--- config.mk ---
export PLATFORM = sky130hd
export DESIGN_NAME = lc2k_fetch_flat
export DESIGN_NICKNAME = d
export VERILOG_FILES = /design/src/rtl/lc2k_pkg.sv /design/src/rtl/lc2k_fetch_if.sv /design/src/rtl/lc2k_next_pc.sv /design/src/rtl/lc2k_fetch.sv /design/src/flat_wrapper.sv
export SDC_FILE = /design/constraint.sdc
export NUM_CORES = 1
export LEC_CHECK = 0
export BUFFER_PORTS_ARGS = -buffer_cell sky130_fd_sc_hd__clkbuf_2
export CAP_MARGIN = 0
export CORE_MARGIN = 2
export CORE_UTILIZATION = 60
export DETAILED_ROUTE_END_ITERATION = 16
export GPL_TIMING_DRIVEN = 0
export HOLD_SLACK_MARGIN = 0.02
export PLACE_DENSITY = 0.89
export SYNTH_ARGS = -nofsm -noshare
export SYNTH_HDL_FRONTEND = slang
export SYNTH_HIERARCHICAL = 1
export SYNTH_SLANG_ARGS = --single-unit
export TNS_END_PERCENT = 20
--- constraint.sdc ---
create_clock -name clk -period 7.6 [get_ports clk]
set_input_delay 0.38 -clock clk [delete_from_list [all_inputs] [get_ports clk]]
set_output_delay 0.38 -clock clk [all_outputs]
set_load 0.005 [all_outputs]
--- src/rtl/lc2k_pkg.sv ---
`default_nettype none
// +----------------------------------------------------------------------+
// | lc2k_pkg : shared LC2K opcode constants, field positions, fetch FSM  |
// | Rev 1.0  : initial release                                           |
// +----------------------------------------------------------------------+
package lc2k_pkg;

    localparam logic [2:0] c_OP_ADD  = 3'd0;
    localparam logic [2:0] c_OP_NOR  = 3'd1;
    localparam logic [2:0] c_OP_LW   = 3'd2;
    localparam logic [2:0] c_OP_SW   = 3'd3;
    localparam logic [2:0] c_OP_BEQ  = 3'd4;
    localparam logic [2:0] c_OP_JALR = 3'd5;
    localparam logic [2:0] c_OP_HALT = 3'd6;
    localparam logic [2:0] c_OP_NOOP = 3'd7;

    localparam int c_OPCODE_MSB = 24;
    localparam int c_OPCODE_LSB = 22;
    localparam int c_REGA_MSB   = 21;
    localparam int c_REGA_LSB   = 19;
    localparam int c_REGB_MSB   = 18;
    localparam int c_REGB_LSB   = 16;
    localparam int c_OFFSET_MSB = 15;
    localparam int c_OFFSET_LSB = 0;

    typedef enum logic [1:0] {
        IDLE   = 2'd0,
        RUN    = 2'd1,
        HALTED = 2'd2,
        FAULT  = 2'd3
    } fetch_state_t;

endpackage
`default_nettype wire

--- src/rtl/lc2k_fetch_if.sv ---
`default_nettype none
// +----------------------------------------------------------------------+
// | lc2k_fetch_if : fetch sequencer <-> CPU datapath / instruction memory |
// | Optional: LC2K_FETCH_INSTR_COUNT_EN adds instr_count                 |
// | Rev 1.0       : initial release                                      |
// +----------------------------------------------------------------------+
interface lc2k_fetch_if;
    logic        start;
    logic [31:0] instr;
    logic [31:0] regA_val;
    logic        alu_eq;
    logic [31:0] pcCurrent;
    logic [31:0] pcPlusOne;
    logic        running;
    logic        halted;
    logic        fault;
`ifdef LC2K_FETCH_INSTR_COUNT_EN
    logic [31:0] instr_count;
`endif

    modport master (
        input  start, instr, regA_val, alu_eq,
        output pcCurrent, pcPlusOne, running, halted, fault
`ifdef LC2K_FETCH_INSTR_COUNT_EN
        , output instr_count
`endif
    );

    modport slave (
        output start, instr, regA_val, alu_eq,
        input  pcCurrent, pcPlusOne, running, halted, fault
`ifdef LC2K_FETCH_INSTR_COUNT_EN
        , input instr_count
`endif
    );
endinterface
`default_nettype wire

--- src/rtl/lc2k_next_pc.sv ---
`default_nettype none
// +----------------------------------------------------------------------+
// | lc2k_next_pc : combinational next-PC select and fetch range check    |
// | Rev 1.0      : initial release                                       |
// +----------------------------------------------------------------------+
module lc2k_next_pc
    import lc2k_pkg::*;
#(
    parameter int unsigned MEM_DEPTH = 10
) (
    input  wire logic [31:0] pc,
    input  wire logic [31:0] instr,
    input  wire logic [31:0] regA_val,
    input  wire logic        alu_eq,
    output logic      [31:0] next_pc,
    output logic             is_halt,
    output logic             out_of_range
);

    logic [2:0]  w_opcode;
    logic [2:0]  w_rega;
    logic [2:0]  w_regb;
    logic [31:0] w_sext_off;
    logic [31:0] w_pc_inc;
    logic        w_unused;

    assign w_opcode   = instr[c_OPCODE_MSB:c_OPCODE_LSB];
    assign w_rega     = instr[c_REGA_MSB:c_REGA_LSB];
    assign w_regb     = instr[c_REGB_MSB:c_REGB_LSB];
    assign w_sext_off = {{16{instr[c_OFFSET_MSB]}}, instr[c_OFFSET_MSB:c_OFFSET_LSB]};
    assign w_pc_inc   = pc + 32'd1;
    assign w_unused   = ^instr[31:25];

    always_comb begin
        next_pc = w_pc_inc;
        is_halt = 1'b0;
        case (w_opcode)
            c_OP_BEQ:  if (alu_eq) next_pc = w_pc_inc + w_sext_off;
            // Same-register jalr writes the link before the jump reads it.
            c_OP_JALR: if (w_rega != w_regb) next_pc = regA_val;
            c_OP_HALT: is_halt = 1'b1;
            default:   next_pc = w_pc_inc;
        endcase
    end

    assign out_of_range = (next_pc >= 32'(MEM_DEPTH));

endmodule
`default_nettype wire

--- src/rtl/lc2k_fetch.sv ---
`default_nettype none
// +----------------------------------------------------------------------+
// | lc2k_fetch : LC2K PC register and IDLE/RUN/HALTED/FAULT sequencer    |
// | Optional: LC2K_FETCH_INSTR_COUNT_EN adds executed-instruction count  |
// | Rev 1.0    : initial release                                         |
// +----------------------------------------------------------------------+
module lc2k_fetch
    import lc2k_pkg::*;
#(
    parameter int unsigned MEM_DEPTH = 10,
    parameter logic [31:0] RESET_PC  = 32'd0
) (
    input  wire logic    clk,
    input  wire logic    reset,
    lc2k_fetch_if.master bus
);

    fetch_state_t r_state;
    fetch_state_t w_state_nxt;
    logic [31:0]  r_pc;
    logic [31:0]  w_next_pc;
    logic         w_is_halt;
    logic         w_out_of_range;
    logic         w_pc_load;

    lc2k_next_pc #(
        .MEM_DEPTH (MEM_DEPTH)
    ) u_next_pc (
        .pc           (r_pc),
        .instr        (bus.instr),
        .regA_val     (bus.regA_val),
        .alu_eq       (bus.alu_eq),
        .next_pc      (w_next_pc),
        .is_halt      (w_is_halt),
        .out_of_range (w_out_of_range)
    );

    always_ff @(posedge clk) begin
        if (reset) r_state <= IDLE;
        else       r_state <= w_state_nxt;
    end

    always_comb begin
        w_state_nxt = r_state;
        case (r_state)
            IDLE:    if (bus.start) w_state_nxt = RUN;
            RUN: begin
                if (w_is_halt)           w_state_nxt = HALTED;
                else if (w_out_of_range) w_state_nxt = FAULT;
            end
            default: w_state_nxt = r_state;
        endcase
    end

    always_comb begin
        bus.running = (r_state == RUN);
        bus.halted  = (r_state == HALTED);
        bus.fault   = (r_state == FAULT);
        w_pc_load   = (r_state == RUN) && !w_is_halt && !w_out_of_range;
    end

    always_ff @(posedge clk) begin
        if (reset)          r_pc <= RESET_PC;
        else if (w_pc_load) r_pc <= w_next_pc;
    end

    assign bus.pcCurrent = r_pc;
    assign bus.pcPlusOne = r_pc + 32'd1;

`ifdef LC2K_FETCH_INSTR_COUNT_EN
    logic [31:0] r_instr_count;

    // Halt and faulting instructions still count: they occupied a RUN cycle.
    always_ff @(posedge clk) begin
        if (reset)               r_instr_count <= 32'd0;
        else if (r_state == RUN) r_instr_count <= r_instr_count + 32'd1;
    end

    assign bus.instr_count = r_instr_count;
`endif

endmodule
`default_nettype wire

--- src/flat_wrapper.sv ---
// flat-port wrapper written by rule: the top's interface ports become plain ports
module lc2k_fetch_flat import lc2k_pkg::*;
#(
    parameter int unsigned MEM_DEPTH = 10,
    parameter logic [31:0] RESET_PC  = 32'd0
)
  (clk, reset, bus_start, bus_instr, bus_regA_val, bus_alu_eq, bus_pcCurrent, bus_pcPlusOne, bus_running, bus_halted, bus_fault);
  lc2k_fetch_if bus_i ();
  input  wire logic clk;
  input  wire logic reset;
  input wire logic [$bits(bus_i.start)-1:0] bus_start;
  input wire logic [$bits(bus_i.instr)-1:0] bus_instr;
  input wire logic [$bits(bus_i.regA_val)-1:0] bus_regA_val;
  input wire logic [$bits(bus_i.alu_eq)-1:0] bus_alu_eq;
  output wire logic [$bits(bus_i.pcCurrent)-1:0] bus_pcCurrent;
  output wire logic [$bits(bus_i.pcPlusOne)-1:0] bus_pcPlusOne;
  output wire logic [$bits(bus_i.running)-1:0] bus_running;
  output wire logic [$bits(bus_i.halted)-1:0] bus_halted;
  output wire logic [$bits(bus_i.fault)-1:0] bus_fault;
  assign bus_i.start = bus_start;
  assign bus_i.instr = bus_instr;
  assign bus_i.regA_val = bus_regA_val;
  assign bus_i.alu_eq = bus_alu_eq;
  assign bus_pcCurrent = bus_i.pcCurrent;
  assign bus_pcPlusOne = bus_i.pcPlusOne;
  assign bus_running = bus_i.running;
  assign bus_halted = bus_i.halted;
  assign bus_fault = bus_i.fault;
  lc2k_fetch #(.MEM_DEPTH(MEM_DEPTH), .RESET_PC(RESET_PC)) u_core (.clk(clk), .reset(reset), .bus(bus_i));
endmodule
Yosys cells after proc, flatten, opt, wreduce, memory -nomap -nowiden. Cells that the tools add are included.

Add/sub/neg operators: 2. Mux-type cells: 8. Equality and inequality tests: 9. $lt $le $gt $ge: 1. Reduce and logical (&&, ||, !) cells: 7.

Operators by type and width (count): $mux W32 (2); $pmux W32 S2 (1); $add A32 B1 Y32 const B (1); $add A32 B32 Y32 (1); $ge A32 B4 Y1 const B (1); $eq A3 B3 Y1 const B (3); $mux W2 (3); $eq A2 B2 Y1 const B (2); $pmux W2 S2 (1); $ne A3 B1 Y1 const B (1); $ne A3 B3 Y1 (1); $reduce_and A3 Y1 (1); $eq A2 B1 Y1 const B (1); $logic_and A1 B1 Y1 (2); $logic_not A1 Y1 (2); $logic_not A2 Y1 (1); $ne A2 B2 Y1 const B (1); $reduce_bool A2 Y1 (1); $mux W1 (1).

Register bits: 34. Logic and storage cells: 29. Input bits: 68. Output and inout port bits: 67.

Logic depth before layout (Yosys ltp).
Word-level depth: 8. Depth in mapped cells: 25. Gate-level depth less buffers: 22.

Cells and area by module. Netlist, hierarchy kept.

By module, submodules not included: lc2k_next_pc (sequential area each 0.0 µm², area an instance 3367.0 µm², cells each 521, instances 1); lc2k_fetch (sequential area each 680.7 µm², area an instance 1880.6 µm², cells each 248, instances 1).

Worst setup path after synthesis. No wires, ideal clock.

Path kind: reg2reg. Start: register u_core.r_pc[0] (netlist: u_core/bus.pcCurrent[0]). End: register u_core.r_pc[16] (netlist: u_core/bus.pcCurrent[16]). Slack: 2667 ps. Period minus slack after synthesis: 4933 ps. Path buffers: 3. Library setup time: 70 ps. Cell stages (with the launch flop): 26. Required time: 7530 ps. Data arrival time: 4863 ps. Cells stage by stage: dfxtp_1 ha_1 inv_1 nor4_1 and3_1 buf_2 nand2_1 xor2_1 inv_1 ha_1 a21oi_1 o21ai_0 a211oi_1 a21o_1 a31oi_1 or3_1 a31o_2 nor4_1 and3_1 nand4b_1 nor2_1 and2_1 clkbuf_1 buf_2 nand2_1 a21oi_1.

Cells in the longest elaborated chain, start to end: 7. Elaborated cells between the ends (all ways): 8. Those cells by class: add/sub: 2; order compare: 1; mux: 3; reduce/logical: 2.

RTL lines: start, declared (line lc2k_fetch.sv:20) `logic [31:0] r_pc;`; start signal, assigned (line lc2k_fetch.sv:64) `else if (w_pc_load) r_pc <= w_next_pc;`; $add A32 B1 Y32 * (line lc2k_next_pc.sv:31) `assign w_pc_inc = pc + 32'd1;`; $add A32 B32 Y32 (line lc2k_next_pc.sv:38) `c_OP_BEQ: if (alu_eq) next_pc = w_pc_inc + w_sext_off;`; $mux W32 (line lc2k_next_pc.sv:38); $pmux W32 S2 * (line lc2k_next_pc.sv:37) `case (w_opcode)`; via u_core.w_next_pc[27] (line lc2k_fetch.sv:21) `logic [31:0] w_next_pc;`; $ge A32 B4 Y1 * (line lc2k_next_pc.sv:46) `assign out_of_range = (next_pc >= 32'(MEM_DEPTH));`; via u_core.w_out_of_range (line lc2k_fetch.sv:23) `logic w_out_of_range;`; $logic_not A1 Y1 * (line lc2k_fetch.sv:59) `w_pc_load = (r_state == RUN) && !w_is_halt && !w_out_of_range;`; $logic_and A1 B1 Y1 * (line lc2k_fetch.sv:59).

Mark *: on every way through the listed nets, which the timed path passes. The rest lies on a longest branch. A chain may end at the register's enable or synchronous reset.

Worst setup path in the final report.
Start: register u_core.r_pc[0] (netlist: u_core/bus.pcCurrent[0]). End: register u_core.r_pc[18] (netlist: u_core/bus.pcCurrent[18]).

The elaborated chain is that of the path after synthesis.

==> summary.md <==
| Metric | Value |
|---|---|
| Die W | around 98 um |
| EDFF count, synth | 0 |
| Area share of the largest cell type after synthesis | 13.0% |
| Synth Area in XOR/XNOR | about an eighth |
| Synthesized Nets | slightly below 900 |
| CP Capture Type | flip-flop |
| # DRC | 0 |
| Max-cap violations | 0 |
| Routed wire per std cell | roughly 17 um |
| Post-route antenna net violation count | 0 |
| Slew margin rel. | a little over 30% |
| Number of gates resized after CTS | 0 |
| Endpoints failing hold | 0 |
| Worst R2R Path Depth | 25 |
| Mux contribution to synthesized area | under 10% |
| Clock transition at path regs | around 0.07 ns |
| Syn Inst Count | ~770 |
| Slew Limit Fails | 0 |
| Post-synthesis compound-gate area fraction | 24.2% |
| Synth Area in Simple Gates | about a third |
| H-tree depth | 2 |
| Post-synthesis sequential area ratio | 13.0% |
| Fraction of layout cells with a size suffix above 1 | between 10% and 20% |
| Clock Skew | between 0.003 and 0.004 ns |
| DP Wirelength | approximately 13,000 um |
| Gate power share | 29.4% |
| Internal power | roughly 0.3 mW |
| Met2 usage | a little over half |
| Commonest non-fill, non-tap cells in the layout | nand2_1 (145), clkbuf_2 (126), a21oi_1 (70) |
| Later-pin clock latency in the skew report | 0.28 ns |
| Starting DRC count in detailed routing | 744 |
| Sw Ratio | roughly 32% |
| Crit Reg-Reg Startpoint | u_core/bus.pcCurrent[0] |
| Fillers | 751 |
| Boundary Pins | 135 |
| Ys Warns | 6 |
| Gr ovfl total | 0 |
| Arr. time, crit path | 6.61 ns |
| R2r setup slk | ~1.2 ns |
| Static Leakage | 2.75 nW |
| Final setup vio count | 0 |
| Multi-input logic area | between 0.004 and 0.005 sq mm |
| Grt met3 use | around 4.2% |
| Tmin final | roughly 6.4 ns |
| Root buffer cell | clkbuf_8 |
| Final period util | 84.3% |
| Total Neg Setup Slack | 0 ns |
| Crit path largest cell delay | roughly 0.7 ns |
| Unrepaired setup endpoints after global routing | no |
| Slew @ Worst Pin | roughly 1.0 ns |
| Critical Path Stages | 25 |
| Post-CTS Hold Fix Bufs | 0 |
| Post-route non-filler standard cell count | 1,011 |
| Synth area leader | dfxtp_1 |
| GP Congestion | 0.960 |
| ANT cells | 0 |
| Mapped Area | approximately 0.0052 sq mm |
| Max Clock Freq | roughly 0.16 GHz |
| Post-synth top flop | dfxtp_1 |
| Most area-consuming cells after synthesis | dfxtp_1 (13%), nand2_1 (10%), ha_1 (9.3%) |
| Worst Setup Start Kind | flip-flop |
| Initial antenna violation count | 0 |
| First-pass GRT wire length | 27,000 um |
| Final wirelength | approximately 17,000 um |
| PD cells | 73.9 mW/mm^2 |
| Seq cells post-synth | 34 |
| Vias/cell | 6.35 |
| Critical path origin | u_core/bus.pcCurrent[0] |
| Slowest stage cell, crit path | nor4_1 |
| Sequential Power Share | about two fifths |
| Inst Count DP | ~1,000 |
| Area growth syn-to-layout | 16.3% |
| TritonCTS clock tree | done |
| Clk network pwr share | between 30% and 40% |
| GRT Total Usage | approximately 34% |
| Count of cell types in the netlist | 68 |
| Worst Hold Class | input port to flip-flop |
| Bufs on Longest Clock Path | 2 |
| Worst-path fanout max | 14 |
| Net load switching power | 0.146 mW |
| Port Buffers | roughly 130 |
| Register area | ~700 sq um |
| Vias in the first global route | 5,682 |
| Met1 GRT Util | 47.1% |
| Via count | between 6,000 and 7,000 |
| Area of the die | ~0.0095 sq mm |
| Clock Sinks | 34 |
| Drt first pass iters | 7 |
| Critical path destination | u_core/bus.pcCurrent[18] |
| Largest net degree at the start of global routing | 23 |
| Final Util | roughly 71% |
| Outcome | finished, final reports clean |
| Async set-reset flop share out of synthesis | 0% |
| Die Y | between 90 and 100 um |
| Worst Path Required | a little under 8 ns |
| Core box area | roughly 0.0086 sq mm |
| Worst path bufs/invs | 5 |
| Setup Fix Bufs, Post-CTS | 0 |
| Num CTS Buffers | 5 |
| GRT busiest layer | met2 |
| Largest family of logic cells by synthesized area | simple AND/OR/NAND/NOR gates |
| Synth Area in Adders | 9.68% |
| Mapped Avg Cell Area | roughly 6.8 sq um |
| Initial cell density of the core | 61.1% |
| Std-Cell Rows | 34 |
| Critical path class | flip-flop to flip-flop |
| Commonest non-fill, non-tap cell in the layout | nand2_1 |
| Critical path's top delay family | simple AND/OR/NAND/NOR gates |
| R2r endpoint | u_core/bus.pcCurrent[18] |
| Final #Nets | between 1,000 and 1,500 |
| Peak VDD IR | about 0.077 mV |
## per-stage QoR
stage / cell area, sq um / hold slack (ns) / power [mW] / worst slack, ns
2_1_floorplan: 5250 / 0.478 / 0.268 / 2.67
3_3_place_gp: 6010 / 0.512 / 0.312 / 1.56
3_5_place_dp: 6010 / 0.518 / 0.314 / 1.50
4_1_cts: 6100 / 0.356 / 0.448 / 1.44
5_1_grt: 6100 / 0.375 / 0.469 / 0.705
6_report: 6100 / 0.377 / 0.451 / 1.19
## synthesized netlist by cell type (7+ instances only)
library cell / n
buf_2: 7
nor2_1: 38
xor2_1: 32
xnor2_1: 46
ha_1: 39
nor3_1: 23
a222oi_1: 8
a21o_1: 7
nand4_1: 21
nand3_1: 39
a22oi_1: 7
a21oi_1: 70
nor4_2: 7
and3_1: 14
a31oi_1: 11
dfxtp_1: 34
inv_1: 35
o21ai_0: 38
nor4_1: 7
o211ai_1: 9
nand2_1: 145
clkbuf_1: 24
## routing by layer
| metal | routed length [um] | vias to the layer above |
|---|---|---|
| li1 | - | 3059 |
| met1 | 7050 | 2938 |
| met2 | 7480 | 385 |
| met3 | 1920 | 37 |
| met4 | 350 | 0 |
| met5 | 0 | - |
## logic make-up after synthesis
kind of cell | after synthesis
adder cells (fa/ha/maj) | 40
AND/OR/NAND/NOR | 342
multiplexers | 6
buffers and inverters | 71
flip-flops | 34
XOR/XNOR | 78
AO/OA/AOI/OAI | 198
## power groups by stage
stage	logic, mW	clock network (mW)	registers (mW)
2_1_floorplan	0.0819	0	0.186
3_3_place_gp	0.125	0	0.187
3_5_place_dp	0.127	0	0.187
4_1_cts	0.128	0.138	0.183
5_1_grt	0.144	0.142	0.183
6_report	0.133	0.135	0.183
## state kept, by name (all words and copies together) (netlist names)
name and flops:
u_core/r_state 2, u_core/bus.pcCurrent 32
## final cells by class
class                   instances  area share [%]
plain buffers                  36            2.91
clock buffers                   7            1.41
clock inverters                 1          0.0820
inverters                      35            2.15
multi-input cells             664            69.7
flip-flops and latches         34            11.1
well taps                     108            2.21
repair buffers                126            10.3
## worst min-delay path: stages
cell and delay (ns):
clkbuf_2 0.08, nand2_1 0.06, a21oi_1 0.07
## worst min path at each step
stage | start | endpoint | slack (ns) | depth (start not counted)
3_3_place_gp | u_core/r_state[1] | u_core/r_state[1] | 0.51 | 2
3_5_place_dp | u_core/r_state[1] | u_core/r_state[1] | 0.52 | 2
5_1_grt | bus_start | u_core/r_state[0] | 0.38 | 3
2_1_floorplan | u_core/r_state[1] | u_core/r_state[1] | 0.48 | 2
4_1_cts | bus_start | u_core/r_state[0] | 0.36 | 3
6_report | bus_start | u_core/r_state[0] | 0.38 | 3
No activity file was read; power rests on OpenSTA's default activity.
